[src/rtl/banked_mem_lsu_if.sv]
// Bus bundle between the core/memory side and the banked load/store unit.
//
// Signal groups:
//   req_*   : core request (valid/ready handshake, store flag, size,
//             unsigned flag, byte address, LSB-aligned store data)
//   bank_*  : per-bank enable, write enable, packed word addresses,
//             byte-lane write data and byte-lane read data
//   resp_*  : load response (valid/ready handshake, aligned/extended data)
//   misaligned : one-cycle trap pulse (only active in the trap build)
//
// Modports:
//   slave  : the load/store unit (receives requests, drives banks/responses)
//   master : core plus memory banks (issues requests, returns bank data)
interface banked_mem_lsu_if #(
  parameter int ADDR_W = 32
);
  logic                    req_valid;
  logic                    req_ready;
  logic                    req_we;
  logic [1:0]              req_size;
  logic                    req_unsigned;
  logic [ADDR_W-1:0]       req_addr;
  logic [31:0]             req_wdata;

  logic [3:0]              bank_en;
  logic [3:0]              bank_we;
  logic [4*(ADDR_W-2)-1:0] bank_addr;
  logic [31:0]             bank_wdata;
  logic [31:0]             bank_rdata;

  logic                    resp_valid;
  logic                    resp_ready;
  logic [31:0]             resp_rdata;

  logic                    misaligned;

  modport slave (
    input  req_valid, req_we, req_size, req_unsigned, req_addr, req_wdata,
    input  bank_rdata, resp_ready,
    output req_ready, bank_en, bank_we, bank_addr, bank_wdata,
    output resp_valid, resp_rdata, misaligned
  );

  modport master (
    output req_valid, req_we, req_size, req_unsigned, req_addr, req_wdata,
    output bank_rdata, resp_ready,
    input  req_ready, bank_en, bank_we, bank_addr, bank_wdata,
    input  resp_valid, resp_rdata, misaligned
  );
endinterface

[src/rtl/banked_mem_lsu.sv]
// Load/store front end for a 4-bank byte-interleaved data memory.
//
// Byte address A lives in bank A[1:0] at word address A>>2. Every bank gets
// its own word address, so an access that straddles a word boundary still
// completes in a single bank cycle (banks below the offset use word+1).
//
// Ports:
//   clk  : clock
//   rst  : asynchronous, active-high reset
//   bus  : banked_mem_lsu_if.slave (request, bank and response signals)
//
// Parameters:
//   ADDR_W      : byte address width (bank word address is ADDR_W-2 bits)
//   RESET_RDATA : resp_rdata value after reset / when no response is valid
//
// Timing: a load accepted in cycle T drives the banks combinationally in T,
// bank data returns in T+1 and is re-aligned/extended into resp_rdata in
// T+1. A stalled response is parked in a hold register; a second entry
// (spare) catches the one load that can already be in flight when the hold
// fills, so nothing is lost while req_ready is low.
//
// Build option: define MISALIGN_TRAP_EN to suppress bank access for
// misaligned half/word requests, pulse misaligned one cycle after accept
// and return zero data for such loads. Without it misaligned is tied 0.
module banked_mem_lsu #(
  parameter int          ADDR_W      = 32,
  parameter logic [31:0] RESET_RDATA = 32'h0
) (
  input  logic            clk,
  input  logic            rst,
  banked_mem_lsu_if.slave bus
);
  localparam int WA_W = ADDR_W - 2;

  typedef logic [WA_W-1:0] waddr_t;

  function automatic logic [2:0] size_bytes(input logic [1:0] size);
    case (size)
      2'b00:   return 3'd1;
      2'b01:   return 3'd2;
      default: return 3'd4;
    endcase
  endfunction

`ifdef MISALIGN_TRAP_EN
  function automatic logic is_misaligned(input logic [1:0] size,
                                         input logic [1:0] off);
    return (size == 2'b01 && off[0]) || (size[1] && off != 2'b00);
  endfunction
`endif

  // Rotate bank lanes so byte k of the result comes from lane (off+k)
  // mod 4, then sign/zero-extend for byte and half loads.
  function automatic logic [31:0] align_extend(input logic [31:0] lanes,
                                               input logic [1:0]  off,
                                               input logic [1:0]  size,
                                               input logic        uns);
    logic [31:0] rot;
    logic [1:0]  lane;
    rot = '0;
    for (int k = 0; k < 4; k++) begin
      lane = off + k[1:0];
      rot[8*k +: 8] = lanes[8*lane +: 8];
    end
    case (size)
      2'b00:   return {{24{~uns & rot[7]}}, rot[7:0]};
      2'b01:   return {{16{~uns & rot[15]}}, rot[15:0]};
      default: return rot;
    endcase
  endfunction

  logic        acc_p0;
  logic        load_p0;
  logic [1:0]  off_p0;
  waddr_t      word_p0;
  waddr_t      word_inc_p0;
  logic [2:0]  nbytes_p0;
  logic        trap_p0;

  logic        vld_p1;
  logic [1:0]  size_p1;
  logic        uns_p1;
  logic [1:0]  off_p1;
  logic [31:0] rdata_p1;

  logic        hold_vld;
  logic [31:0] hold_data;
  logic        spare_vld;
  logic [31:0] spare_data;

  logic        pop;
  logic        hold_from_spare;
  logic        hold_from_p1;
  logic        spare_load;

  // ---- stage p0: request accept and bank issue ----
  assign bus.req_ready = !hold_vld;
  assign acc_p0        = bus.req_valid && bus.req_ready && !rst;
  assign load_p0       = acc_p0 && !bus.req_we;
  assign off_p0        = bus.req_addr[1:0];
  assign word_p0       = bus.req_addr[ADDR_W-1:2];
  assign word_inc_p0   = word_p0 + waddr_t'(1);
  assign nbytes_p0     = size_bytes(bus.req_size);

`ifdef MISALIGN_TRAP_EN
  assign trap_p0 = is_misaligned(bus.req_size, off_p0);
`else
  assign trap_p0 = 1'b0;
`endif

  always_comb begin
    logic [1:0] lane_k;
    logic       en_b;
    lane_k         = '0;
    en_b           = 1'b0;
    bus.bank_en    = '0;
    bus.bank_we    = '0;
    bus.bank_addr  = '0;
    bus.bank_wdata = '0;
    if (acc_p0) begin
      for (int b = 0; b < 4; b++) begin
        // lane_k is the request byte index that lands in bank b
        lane_k = 2'(b) - off_p0;
        en_b   = ({1'b0, lane_k} < nbytes_p0) && !trap_p0;
        bus.bank_en[b]                = en_b;
        bus.bank_we[b]                = en_b && bus.req_we;
        bus.bank_addr[b*WA_W +: WA_W] = (2'(b) < off_p0) ? word_inc_p0 : word_p0;
        bus.bank_wdata[8*b +: 8]      = bus.req_wdata[8*lane_k +: 8];
      end
    end
  end

  // ---- stage p1: load tracking, bank data returns ----
  always_ff @(posedge clk or posedge rst) begin
    if (rst) begin
      vld_p1 <= 1'b0;
    end else begin
      vld_p1 <= load_p0;
    end
  end

  always_ff @(posedge clk) begin
    if (load_p0) begin
      size_p1 <= bus.req_size;
      uns_p1  <= bus.req_unsigned;
      off_p1  <= off_p0;
    end
  end

`ifdef MISALIGN_TRAP_EN
  logic mis_p1;

  // Trap pulse covers both loads and stores.
  always_ff @(posedge clk or posedge rst) begin
    if (rst) begin
      mis_p1 <= 1'b0;
    end else begin
      mis_p1 <= acc_p0 && trap_p0;
    end
  end

  assign bus.misaligned = mis_p1;
`else
  assign bus.misaligned = 1'b0;
`endif

  always_comb begin
    rdata_p1 = align_extend(bus.bank_rdata, off_p1, size_p1, uns_p1);
`ifdef MISALIGN_TRAP_EN
    if (mis_p1) rdata_p1 = '0;
`endif
  end

  // ---- response: hold/spare skid entries ----
  assign bus.resp_valid = hold_vld || vld_p1;
  assign bus.resp_rdata = hold_vld ? hold_data :
                          vld_p1   ? rdata_p1  : RESET_RDATA;

  // Hold is the visible head; spare only fills when a load was already in
  // flight as the hold filled, and drains into hold on the next pop.
  assign pop             = hold_vld && bus.resp_ready;
  assign hold_from_spare = pop && spare_vld;
  assign hold_from_p1    = vld_p1 && ((!hold_vld && !bus.resp_ready) ||
                                      (pop && !spare_vld));
  assign spare_load      = vld_p1 && hold_vld && !bus.resp_ready;

  always_ff @(posedge clk or posedge rst) begin
    if (rst) begin
      hold_vld  <= 1'b0;
      spare_vld <= 1'b0;
    end else begin
      hold_vld  <= hold_from_spare || hold_from_p1 ||
                   (hold_vld && !bus.resp_ready);
      spare_vld <= spare_load || (spare_vld && !bus.resp_ready);
    end
  end

  always_ff @(posedge clk) begin
    if (hold_from_spare) begin
      hold_data <= spare_data;
    end else if (hold_from_p1) begin
      hold_data <= rdata_p1;
    end
    if (spare_load) begin
      spare_data <= rdata_p1;
    end
  end
endmodule

[src/flat_wrapper.sv]
// flat-port wrapper written by rule: the top's interface ports become plain ports
module banked_mem_lsu_flat 
#(
  parameter int          ADDR_W      = 32,
  parameter logic [31:0] RESET_RDATA = 32'h0
)
  (clk, rst, bus_req_valid, bus_req_we, bus_req_size, bus_req_unsigned, bus_req_addr, bus_req_wdata, bus_bank_rdata, bus_resp_ready, bus_req_ready, bus_bank_en, bus_bank_we, bus_bank_addr, bus_bank_wdata, bus_resp_valid, bus_resp_rdata, bus_misaligned);
  banked_mem_lsu_if #(.ADDR_W(ADDR_W)) bus_i ();
  input  logic clk;
  input  logic rst;
  input wire logic [$bits(bus_i.req_valid)-1:0] bus_req_valid;
  input wire logic [$bits(bus_i.req_we)-1:0] bus_req_we;
  input wire logic [$bits(bus_i.req_size)-1:0] bus_req_size;
  input wire logic [$bits(bus_i.req_unsigned)-1:0] bus_req_unsigned;
  input wire logic [$bits(bus_i.req_addr)-1:0] bus_req_addr;
  input wire logic [$bits(bus_i.req_wdata)-1:0] bus_req_wdata;
  input wire logic [$bits(bus_i.bank_rdata)-1:0] bus_bank_rdata;
  input wire logic [$bits(bus_i.resp_ready)-1:0] bus_resp_ready;
  output wire logic [$bits(bus_i.req_ready)-1:0] bus_req_ready;
  output wire logic [$bits(bus_i.bank_en)-1:0] bus_bank_en;
  output wire logic [$bits(bus_i.bank_we)-1:0] bus_bank_we;
  output wire logic [$bits(bus_i.bank_addr)-1:0] bus_bank_addr;
  output wire logic [$bits(bus_i.bank_wdata)-1:0] bus_bank_wdata;
  output wire logic [$bits(bus_i.resp_valid)-1:0] bus_resp_valid;
  output wire logic [$bits(bus_i.resp_rdata)-1:0] bus_resp_rdata;
  output wire logic [$bits(bus_i.misaligned)-1:0] bus_misaligned;
  assign bus_i.req_valid = bus_req_valid;
  assign bus_i.req_we = bus_req_we;
  assign bus_i.req_size = bus_req_size;
  assign bus_i.req_unsigned = bus_req_unsigned;
  assign bus_i.req_addr = bus_req_addr;
  assign bus_i.req_wdata = bus_req_wdata;
  assign bus_i.bank_rdata = bus_bank_rdata;
  assign bus_i.resp_ready = bus_resp_ready;
  assign bus_req_ready = bus_i.req_ready;
  assign bus_bank_en = bus_i.bank_en;
  assign bus_bank_we = bus_i.bank_we;
  assign bus_bank_addr = bus_i.bank_addr;
  assign bus_bank_wdata = bus_i.bank_wdata;
  assign bus_resp_valid = bus_i.resp_valid;
  assign bus_resp_rdata = bus_i.resp_rdata;
  assign bus_misaligned = bus_i.misaligned;
  banked_mem_lsu #(.ADDR_W(ADDR_W), .RESET_RDATA(RESET_RDATA)) u_core (.clk(clk), .rst(rst), .bus(bus_i));
endmodule
[config.mk]
export PLATFORM = sky130hd
export DESIGN_NAME = banked_mem_lsu_flat
export DESIGN_NICKNAME = d
export VERILOG_FILES = /design/src/rtl/banked_mem_lsu_if.sv /design/src/rtl/banked_mem_lsu.sv /design/src/flat_wrapper.sv
export SDC_FILE = /design/constraint.sdc
export NUM_CORES = 1
export LEC_CHECK = 0
export BUFFER_PORTS_ARGS = -buffer_cell sky130_fd_sc_hd__buf_2
export CORE_MARGIN = 10
export CORE_UTILIZATION = 55
export CTS_BUF_LIST = sky130_fd_sc_hd__clkbuf_8
export DETAILED_ROUTE_END_ITERATION = 10
export PLACE_DENSITY = 0.89
export SYNTH_ARGS = -nofsm -noshare
export SYNTH_HDL_FRONTEND = slang
export SYNTH_SLANG_ARGS = --single-unit
[constraint.sdc]
create_clock -name clk -period 7.38 [get_ports clk]
set_input_delay 1.476 -clock clk [delete_from_list [all_inputs] [get_ports clk]]
set_output_delay 1.476 -clock clk [all_outputs]
set_load 0.05 [all_outputs]
; After elaboration in Yosys (flattened, before gate mapping)
; Index checks and enable logic that the tools add are counted.
[totals]
register_bits = 72
latch_bits = 0
mem_bits_rw = 0
mem_bits_ro = 0
input_bits = 104
out_inout_bits = 195
elab_cells = 80
memories = 0
[classes]
n_addsub = 8
mul = 0
div_mod_pow = 0
magnitude_cmp = 8
eq_ne = 2
shifts = 8
muxes = 14
n_bitwise = 3
reduce_logical = 29
[op_table]
columns = cell, n
row1 = 32-bit by 6-bit variable part select with 8-bit output, 8
row2 = 32-bit 2-to-1 mux, 5
row3 = 120-bit 2-to-1 mux, 1
row4 = 30-bit 2-to-1 mux, 4
row5 = 32-bit one-hot mux with 2 select lines, 1
row6 = "30-bit by 1-bit adder with 30-bit output, second input constant", 1
row7 = 1-bit logical AND, 16
row8 = 2-bit by 3-bit less-than comparator with 1-bit output, 4
row9 = 4-bit 2-to-1 mux, 2
row10 = 3-bit one-hot mux with 2 select lines, 1
row11 = 1-bit logical NOT, 5
row12 = 1-bit logical OR, 5
row13 = "2-bit adder, second input constant", 2
row14 = "2-bit by 1-bit == test with 1-bit output, second input constant", 2
row15 = 2-bit logical NOT, 2
row16 = "1-bit by 2-bit less-than comparator with 1-bit output, first input constant", 2
row17 = "2-bit less-than comparator, first input constant", 2
row18 = "1-bit by 2-bit subtractor with 2-bit output, first input constant", 2
row19 = "2-bit subtractor, first input constant", 2
row20 = "2-bit by 1-bit adder with 2-bit output, second input constant", 1
row21 = 1-bit bitwise AND, 2
row22 = 2-bit nonzero test, 1
row23 = 1-bit NOT, 1

; Depth between registers and ports, before layout
; Gate-level depths: netlist of run 1.
[logic_depth]
word_depth = 6
mapped_depth = 11
mapped_depth_nobuf = 7

; Worst setup path after synthesis of run 1
; OpenSTA, ideal clock, no wires.
[synth_timing]
path_kind = input to output
startpoint = in bus_req_addr[0]
endpoint = out bus_bank_we[2]
arrival_ns = 4.666
required_time_ns = 5.904
setup_slack_ns = 1.238
cell_stages = 11
n_path_buf = 4
path_cell_list = clkbuf_1 -> clkbuf_1 -> inv_1 -> ha_1 -> clkbuf_1 -> clkbuf_1 -> inv_1 -> ha_1 -> a21oi_1 -> o21a_1 -> and2_1
[synth_via]
elab_chain_cells = 4
[synth_rtl]
columns = element, line
row1 = "start, declared", flat_wrapper.sv:15  ; input wire logic [$bits(bus_i.req_addr)-1:0] bus_req_addr;
row2 = 2-bit subtractor, banked_mem_lsu.sv:123  ; lane_k = 2'(b) - off_p0;
row3 = 2-bit by 3-bit less-than comparator with 1-bit output, banked_mem_lsu.sv:124  ; en_b = ({1'b0, lane_k} < nbytes_p0) && !trap_p0;
row4 = 1-bit logical AND, banked_mem_lsu.sv:126  ; bus.bank_we[b] = en_b && bus.req_we;
row5 = 4-bit 2-to-1 mux, banked_mem_lsu.sv:120  ; if (acc_p0) begin
row6 = "end, declared", flat_wrapper.sv:21  ; output wire logic [$bits(bus_i.bank_we)-1:0] bus_bank_we;
; No other way between the ends.

; Worst setup path after layout of run 1
[layout_timing]
startpoint = in bus_req_addr[2]
endpoint = out bus_bank_addr[46]
[layout_via]
elab_chain_cells = 3
[layout_rtl]
columns = element, line
row1 = 30-bit by 1-bit adder with 30-bit output, banked_mem_lsu.sv:102  ; assign word_inc_p0 = word_p0 + waddr_t'(1);
row2 = 30-bit 2-to-1 mux, banked_mem_lsu.sv:127  ; bus.bank_addr[b*WA_W +: WA_W] = (2'(b) < off_p0) ? word_inc_p0 : word_p0;
row3 = 120-bit 2-to-1 mux, banked_mem_lsu.sv:120
row4 = "end, declared", flat_wrapper.sv:22  ; output wire logic [$bits(bus_i.bank_addr)-1:0] bus_bank_addr;
; No other way between the ends.

==> impl_metrics.ini, run 1 <==
[cells_and_area]
finalCoreUtilization_pct = 68.8
multiInputGateArea_sq_um = 4920
fin_cells = 1221
fin_area_sq_um = 9180
seq_area_sq_um = 2150
fillers = 1061
nets = 1147
syn_to_final_growth_pct = 22.0
drive_above_1_share_pct = 39.4

[run]
max_cap_violations = 0

[global_route]
track_usage_pct = 26.4
grt_pass1_vias = 7083
grt_max_degree = 55
grt_pass1_wl_microns = 39500
overflow = 0
antenna_found_initial = 3

[synth]
syn_area_sq_um = 7530
synth-xor-area-share_pct = 3.72
yosys_warnings = 0
synth_top_area_share_pct = 27.5
post_synth_num_cell_types = 46
synth_common_cells = 82 x nand2_1, 69 x edfxtp_1, 57 x mux4_2
synth_top_cell_by_area = edfxtp_1
async_reset_ff_share_pct = 4.17
yosys-top-cells-area = edfxtp_1 28%, mux4_2 17%, mux2i_1 7.2%
seq_area_frac_synth_pct = 28.5
muxShareOfSynthArea_pct = 27.8
synth_compound_area_share_pct = 9.36
syn-num-nets = 912
yosys.area_share.adder_pct = 1.16
synth_top_family_by_area = multiplexers
syn_inst = 801
synth.most_common_cell = nand2_1
synth-simple-area-share_pct = 23.1
synth_edf_count = 69
yosys_most_used_dff = edfxtp_1
postSynthAreaPerCell_sq_um = 9.40
ys_ff_latch = 72

[pwr]
max-vdd-ir-drop_mv = 0.105
power_leakage_nw = 4.01
power.total_w = 0.00134
power.density_nw_per_um2 = 146

[die]
pin_count = 299
die_y_microns = 137
core-area_sq_um = 13300
die_x_microns = 137
fp-row-count = 42
die-area_sq_um = 18800
initial_core_util_pct = 56.4

[sta]
worstMarginPinSlew_ns = 1.25
finalSetupTns_ns = 0
post-route-min-period_ns = 5.95
timing.final.crit_share_pct = 80.6
skew_ns = 0.0123
rsz0062_at_grt = no
clock.fmax_mhz = 168
finalHoldViolCount = 0
slew_headroom_pct = 16.9
setup_violations = 0
slew_violations = 0

[routing]
ant_nets = 0
via_count = 7532
drt_iter0_drc = 886
wl_microns = 26200
drc = 0
dr.pass1.iters = 5
wire_per_inst_microns = 21.4
vias_per_cell = 6.17

[critical_path]
start_kind = primary input
path_class = in -> out
crit_top_cell = buf_2
crit_arrival_ns = 4.47
worstSetupEndpointType = primary output
slowest_stage = nand4_1
path_delay_family = simple AND/OR/NAND/NOR gates
cpPeakStageDelay_ns = 0.94
crit_path_max_fanout = 30
worstPathCellList = buf_2 > ha_1 > and3_1 > nand4_1 > or3_1 > a21oi_1 > buf_2
worst-path-buf-inv = 2
worstPathRequired_ns = 5.90

[clock_tree]
cts_sinks = 72
cts_made_buffers = 9
clock_latency_ns = 0.34
path_clk_slew_ns = 0.07
htreeDepth = 3
cts_resized = 0
cts_tree = yes
cts_buffer_depth = 2
postCtsSetupBuffers = 0
ctsHoldBuffers = 0
root_buffer = clkbuf_8

[placement]
gp_congestion = 0.987
placed_area_sq_um = 8960
dpl.cell_count = 1201
dpl.hpwl_microns = 20200
numPortBuffers = 297

[run_status]
status = finished, final reports clean

[min_path]
hp-class = reg -> reg
cell type report:
| class | count | share of cell area (%) |
|---|---|---|
| well taps | 176 | 2.40 |
| clock inverters | 7 | 0.954 |
| clock buffers | 9 | 1.35 |
| diodes | 4 | 0.109 |
| multi-input cells | 617 | 53.6 |
| repair buffers | 307 | 17.0 |
| inverters | 29 | 1.19 |
| flip-flops and latches | 72 | 23.4 |
layer usage:
metal  track usage (%)  up-vias  wire [microns]
li1                  -     3450               -
met5                 0        -              13
met2              41.9      460           12900
met3              6.52       76            2700
met4              11.9        2            1090
met1              33.3     3544            9490
flip-flops by register name (all words and copies together) (netlist names):
name               count
u_core.spare_vld       1
u_core.hold_vld        1
u_core.spare_data     32
u_core.size_p1         2
u_core.hold_data      32
u_core.uns_p1          1
u_core.vld_p1          1
u_core.off_p1          2
report_power, final:
group / total, W / switching, W / internal [W]
sequential: 0.000463 / 0.00000485 / 0.000458
clock: 0.000333 / 0.000146 / 0.000187
combinational: 0.000547 / 0.000383 / 0.000164
total: 0.00134 / 0.000534 / 0.000809
worst min-delay path, delay by kind of cell, from the launching register on:
| kind | cells | cell delay (ns) |
|---|---|---|
| flops | 1 | 0.33 |
| simple gates | 2 | 0.09 |
placed cells by master, fill, tap and decap left out, types with 9 or more instances in the layout:
cell      netlist  layout
buf_4           3      10
mux4_2         57      57
xnor2_1        17      17
a22o_1         25      25
nand2b_1       17      17
o211ai_1       16      16
inv_1          29      30
edfxtp_1       69      69
or3_1          16      16
nor2_1         48      48
and2_1         54      54
clkbuf_8        0       9
mux2i_1        54      54
nor3_1         37      37
buf_2          20     297
nand4_1        14      14
a21oi_1        18      18
xor2_1         15      15
nand3_1        20      19
mux2_2         24      24
nand2_1        82      82
o21ai_0        36      36
nor4_1         14      14
cells by family (layout without fill, tap and decap cells):
| family | count (synthesis) | in the layout |
|---|---|---|
| adder cells (fa/ha/maj) | 7 | 7 |
| XOR/XNOR | 32 | 32 |
| AO/OA/AOI/OAI | 109 | 109 |
| flip-flops | 72 | 72 |
| other | 1 | 5 |
| buffers and inverters | 112 | 352 |
| AND/OR/NAND/NOR | 333 | 333 |
| multiplexers | 135 | 135 |
stage by stage:
| step | hold slack [ns] | setup slack [ns] |
|---|---|---|
| 2_1_floorplan | 0.484 | 1.24 |
| 3_3_place_gp | 0.494 | 1.61 |
| 3_5_place_dp | 0.508 | 1.59 |
| 4_1_cts | 0.523 | 1.57 |
| 5_1_grt | 0.559 | 1.22 |
| 6_report | 0.521 | 1.43 |
worst paths after layout:
check | startpoint | end | slack (ns) | cells after the start
max | bus_req_addr[2] | bus_bank_addr[46] | 1.43 | 7
min | u_core.spare_data[7] | u_core.hold_data[7] | 0.52 | 2
max reg2reg | u_core.off_p1[0] | u_core.hold_data[30] | 4.00 | 4
min reg2reg | u_core.spare_data[7] | u_core.hold_data[7] | 0.52 | 2
max in group asynchronous | rst | u_core.vld_p1 | 6.18 | 2
min in group asynchronous | rst | u_core.spare_vld | 1.02 | 2
Note: power is estimated with default switching activity, not from simulation.
==> run 2, diff against run 1 <==
--- a/config.mk
+++ b/config.mk
@@ -5,12 +5,13 @@
 export SDC_FILE = /design/constraint.sdc
 export NUM_CORES = 1
 export LEC_CHECK = 0
+export ABC_AREA = 1
 export BUFFER_PORTS_ARGS = -buffer_cell sky130_fd_sc_hd__buf_2
 export CORE_MARGIN = 10
-export CORE_UTILIZATION = 55
+export CORE_UTILIZATION = 46
 export CTS_BUF_LIST = sky130_fd_sc_hd__clkbuf_8
 export DETAILED_ROUTE_END_ITERATION = 10
-export PLACE_DENSITY = 0.89
+export PLACE_DENSITY = 0.8
 export SYNTH_ARGS = -nofsm -noshare
 export SYNTH_HDL_FRONTEND = slang
 export SYNTH_SLANG_ARGS = --single-unit
==> constraint.sdc (replaced) <==
create_clock -name clk -period 4.8 [get_ports clk]
set_input_delay 0.96 -clock clk [delete_from_list [all_inputs] [get_ports clk]]
set_output_delay 0.96 -clock clk [all_outputs]
set_load 0.05 [all_outputs]
==> impl_metrics.ini, run 2 <==
[routing]
dr.pass1.iters = 7
wire_per_inst_microns = 16.8
vias_per_cell = 5.30
wl_microns = 28400
drc = 0
ant_nets = 0
via_count = 8969
drt_iter0_drc = 909

[sta]
worstMarginPinSlew_ns = 1.05
whs_ns = 0.488
post-route-min-period_ns = 4.16
skew_ns = 0.00660
timing.final.crit_share_pct = 86.7
finalHoldViolCount = 0
finalSetupTns_ns = 0
setup_violations = 0
slew_violations = 0
slew_headroom_pct = 30.0
clock.fmax_mhz = 240
final.setup.worst_slack_ns = 0.637
rsz0062_at_grt = no

[clock_tree]
path_clk_slew_ns = 0.08
cts_buffer_depth = 2
postCtsSetupBuffers = 0
root_buffer = clkbuf_8
clock_latency_ns = 0.36
ctsHoldBuffers = 0
cts_made_buffers = 9
htreeDepth = 3
cts_tree = yes
cts_resized = 0
cts_sinks = 72

[synth]
yosys_most_used_dff = edfxtp_1
synth_top_cell_by_area = edfxtp_1
synth_top_area_share_pct = 28.0
yosys_warnings = 0
syn-num-nets = 1334
seq_area_frac_synth_pct = 29.0
post_synth_num_cell_types = 36
synth.most_common_cell = nand2_1
postSynthAreaPerCell_sq_um = 6.05
syn_inst = 1223
synth_edf_count = 69
async_reset_ff_share_pct = 4.17
ys_ff_latch = 72
yosys-top-cells-area = edfxtp_1 28%, nand2_1 20%, o21ai_0 12%
syn_area_sq_um = 7400
synth_common_cells = 397 x nand2_1, 176 x o21ai_0, 165 x nor2_1

[critical_path]
reg2reg_depth = 9
path_delay_family = simple AND/OR/NAND/NOR gates
crit_top_cell = nand2_1
path_class = reg -> out
path_depth = 10
worstPathRequired_ns = 3.84
worstPathCellList = inv_2 > nand2_1 > nand2_1 > nand2_1 > nand2_1 > nand3b_4 > nand3_1 > nand2_1 > nand2_1 > buf_2
worst-path-buf-inv = 2
slowest_stage = edfxtp_1
worstSetupEndpointType = primary output
crit_path_max_fanout = 25
start_kind = flop
cpPeakStageDelay_ns = 0.59
crit_arrival_ns = 3.20

[cells_and_area]
top_regs = u_core.hold_data x32, u_core.spare_data x32
syn_to_final_growth_pct = 23.7
drive_above_1_share_pct = 24.5
layout_commonest_cell = nand2_1
fin_cells = 1693
mostFrequentLayoutCells = 397 x nand2_1, 297 x buf_2, 176 x o21ai_0, 164 x nor2_1, 107 x inv_1
nets = 1578
fin_area_sq_um = 9150

[placement]
gp_congestion = 0.974
numPortBuffers = 297
placed_area_sq_um = 8900
dpl.hpwl_microns = 22000
dpl.cell_count = 1672
place_ws_ns = 0.813

[global_route]
grt_pass1_vias = 8415
overflow = 0
grt_pass1_wl_microns = 44500
track_usage_pct = 25.0
grt_max_degree = 71
antenna_found_initial = 5

[pwr]
power.density_nw_per_um2 = 238
power_leakage_nw = 4.89
max-vdd-ir-drop_mv = 0.121

[die]
die_x_microns = 147
initial_core_util_pct = 46.8
fp-row-count = 46
pin_count = 299
die_y_microns = 147
die-area_sq_um = 21600
core-area_sq_um = 15800

[min_path]
hp-class = in -> async

[run]
max_cap_violations = 0

[run_status]
status = finished, final reports clean
[run 2: cells by family (layout without fill, tap and decap cells)]
logic type                 Yosys count  in the layout  share of synthesized area [%]
DFF                                 72             72                           29.0
xor gates and xnor gates            14             14                           1.66
buffers and inverters              194            443                           11.1
other                                1              6                         0.0507
adders and majority gates            7              7                           1.18
and+or+nand+nor                    642            642                           36.6
AOI/OAI and AO/OA                  293            293                           20.4
[run 2: stage by stage]
stage                     power, W  util, %
after global routing       0.00227     57.8
after global placement     0.00159     56.2
after CTS                  0.00218     57.7
final                      0.00217     57.8
after detailed placement   0.00160     56.2
after floorplan            0.00135        -
[run 2: routing by layer]
metal	up-vias	wire length, microns	share of wire (%)	GRT usage (%)
li1	4454	-	-	-
met1	4010	11000	39	29.4
met2	444	13800	49	42.3
met3	61	2660	9.4	6.60
met4	0	926	3.3	10.3
met5	-	0	0	0
[run 2: where the power goes]
part | switching [W] | internal [W] | leakage, nW
sequential | 0.00000618 | 0.000703 | 0.667
clock | 0.000239 | 0.000346 | 0.116
combinational | 0.000678 | 0.000201 | 4.11
total | 0.000924 | 0.00125 | 4.89
[run 2: worst reg2reg max path: stages (launching register included)]
cell and delay (ns):
edfxtp_1 0.76, inv_4 0.22, nand2_1 0.11, nand2_1 0.33, nand2_1 0.17, nand2_1 0.12
nand3b_4 0.36, nand3_1 0.26, nand2_1 0.12, nand2_1 0.07
[run 2: cell type report]
type	count	area, sq um
Clock buffer	9	124
Fill cell	1528	6680
Clock inverter	7	119
Multi-Input combinational cell	957	4440
Inverter	114	430
Antenna cell	5	12.5
Sequential cell	72	2150
Timing Repair Buffer	313	1610
Tap cell	216	270
[run 2: final timing paths]
check | startpoint | endpoint | slack, ns
worst max-delay path | u_core.off_p1[1] | bus_resp_rdata[16] | 0.64
worst max register to register | u_core.off_p1[0] | u_core.hold_data[16] | 2.06
min in group clk | u_core.spare_data[21] | u_core.hold_data[21] | 0.52
worst min-delay path | rst | u_core.hold_vld | 0.49
worst min register to register | u_core.spare_data[21] | u_core.hold_data[21] | 0.52
max in group asynchronous | rst | u_core.vld_p1 | 4.16
==> run 3, diff against run 2 <==
--- a/config.mk
+++ b/config.mk
@@ -7,11 +7,11 @@
 export LEC_CHECK = 0
 export ABC_AREA = 1
 export BUFFER_PORTS_ARGS = -buffer_cell sky130_fd_sc_hd__buf_2
-export CORE_MARGIN = 10
-export CORE_UTILIZATION = 46
+export CORE_MARGIN = 1.5
+export CORE_UTILIZATION = 55
 export CTS_BUF_LIST = sky130_fd_sc_hd__clkbuf_8
 export DETAILED_ROUTE_END_ITERATION = 10
-export PLACE_DENSITY = 0.8
+export PLACE_DENSITY = 0.89
 export SYNTH_ARGS = -nofsm -noshare
 export SYNTH_HDL_FRONTEND = slang
 export SYNTH_SLANG_ARGS = --single-unit
==> constraint.sdc (replaced) <==
create_clock -name clk -period 5 [get_ports clk]
set_input_delay 1 -clock clk [delete_from_list [all_inputs] [get_ports clk]]
set_output_delay 1 -clock clk [all_outputs]
set_load 0.05 [all_outputs]
==> impl_metrics.ini, run 3 (synthesis results as in run 2) <==
[critical_path]
rrSetupSlack_ns = 2.14
worst-path-buf-inv = 5
rr_endpoint = u_core.hold_data[16]
path_class = in -> out
rr_startpoint = u_core.off_p1[0]
cpPeakStageDelay_ns = 0.44
path_delay_family = buffers and inverters
slowest_stage = ha_1
worstPathRequired_ns = 4.00
crit_arrival_ns = 3.35
crit_path_max_fanout = 18
worstSetupEndpointType = primary output
worstPathCellList = buf_2 > clkinv_1 > ha_1 > buf_4 > clkinv_1 > ha_1 > a21oi_1 > nor2_1 > nor3_1 > buf_2
start_kind = primary input
reg2reg_depth = 9

[placement]
gp_congestion = 0.938
dpl.hpwl_microns = 18100
numPortBuffers = 297
placed_area_sq_um = 8840

[clock_tree]
cts_tree = yes
cts_made_buffers = 9
path_clk_slew_ns = 0.07
root_buffer = clkbuf_8
clock_latency_ns = 0.36
cts_sinks = 72
htreeDepth = 3
cts_resized = 0
postCtsSetupBuffers = 0
cts_buffer_depth = 2
ctsHoldBuffers = 0

[sta]
slew_violations = 0
finalSetupTns_ns = 0
worstMarginPinSlew_ns = 1.12
rsz0062_at_grt = no
setup_violations = 0
skew_ns = 0.00905
finalHoldViolCount = 0
post-route-min-period_ns = 4.35
slew_headroom_pct = 25.5
clock.fmax_mhz = 230
timing.final.crit_share_pct = 87.0

[global_route]
grt_max_degree = 71
grt_pass1_wl_microns = 38900
overflow = 0
track_usage_pct = 33.8
antenna_found_initial = 2
grt_pass1_vias = 8123

[run]
max_cap_violations = 0

[die]
fp-row-count = 42
pin_count = 299
initial_core_util_pct = 56.1
die_x_microns = 119
die_y_microns = 119
die-area_sq_um = 14200
core-area_sq_um = 13200

[pwr]
share_seq_of_total_power_pct = 36.0
clockPowerShare_pct = 20.2
p_int_w = 0.00104
power_switching_share_pct = 45.2
power_leakage_nw = 4.86
max-vdd-ir-drop_mv = 0.114
power_switching_w = 0.000856
power.density_nw_per_um2 = 211
pwr-share-comb_pct = 43.8

[routing]
ant_nets = 0
drt_iter0_drc = 1058
dr.pass1.iters = 7
vias_per_cell = 5.51
wire_per_inst_microns = 14.9
wl_microns = 24500
via_count = 9078
drc = 0

[min_path]
hp-class = in -> async

[cells_and_area]
drive_above_1_share_pct = 24.2
mostFrequentLayoutCells = 397 x nand2_1, 297 x buf_2, 176 x o21ai_0, 164 x nor2_1, 108 x inv_1
nets = 1577
top_regs = u_core.hold_data x32, u_core.spare_data x32
syn_to_final_growth_pct = 21.6
fin_area_sq_um = 9000
layout_commonest_cell = nand2_1

[run_status]
status = finished, final reports clean
[run 3: area by class of cell]
class | count | area (sq um)
clock inverter | 7 | 30.0
timing repair buffer | 312 | 1600
antenna | 2 | 5.00
multi-input combinational | 957 | 4440
inverter | 114 | 430
sequential | 72 | 2150
fill | 1191 | 4190
clock buffer | 9 | 124
tap | 176 | 220
[run 3: worst max path at each step]
stage                                 from                  to  cells past startpoint
final                      bus_req_addr[1]      bus_bank_we[2]                     10
after CTS                  bus_req_addr[1]      bus_bank_we[2]                     10
after floorplan            bus_req_addr[0]      bus_bank_we[2]                     10
after global routing      u_core.off_p1[0]  bus_resp_rdata[31]                     10
after detailed placement   bus_req_addr[1]      bus_bank_we[2]                     10
after global placement     bus_req_addr[1]      bus_bank_we[2]                     10
[run 3: power by group through the flow]
| stage | Sequential (W) | Combinational, W | Clock [W] |
|---|---|---|---|
| floorplan | 0.000691 | 0.000609 | 0 |
| global placement | 0.000694 | 0.000809 | 0 |
| detailed placement | 0.000695 | 0.000819 | 0 |
| CTS | 0.000681 | 0.000822 | 0.000388 |
| global route | 0.000682 | 0.000889 | 0.000410 |
| finish | 0.000682 | 0.000829 | 0.000383 |
[run 3: worst register-to-register path, cell delays in order, from the launching register on]
cell,delay [ns]
edfxtp_1,0.90
inv_4,0.23
nand2_1,0.12
nand2_1,0.31
nand2_1,0.15
nand2_1,0.11
nand3b_4,0.36
nand3_1,0.25
nand2_1,0.13
nand2_1,0.06
[run 3: routing by layer]
metal	share of wire (%)	wire, microns	track usage (%)	vias to the layer above
li1	-	-	-	4447
met5	0	0	0	-
met3	9.0	2210	6.51	96
met2	48	11900	56.5	481
met1	38	9400	41.2	4054
met4	4.3	1050	17.8	0
[run 3: through the flow]
stage	hold WS, ns	power, W	setup WS (ns)	util, %	cells
3_5_place_dp	0.504	0.00151	0.738	67.0	1631
3_3_place_gp	0.496	0.00150	0.815	67.0	1631
4_1_cts	0.497	0.00189	0.737	68.2	1647
6_report	0.507	0.00189	0.649	68.2	1649
5_1_grt	0.517	0.00198	0.501	68.2	1649
2_1_floorplan	0.494	0.00130	0.160	-	1223
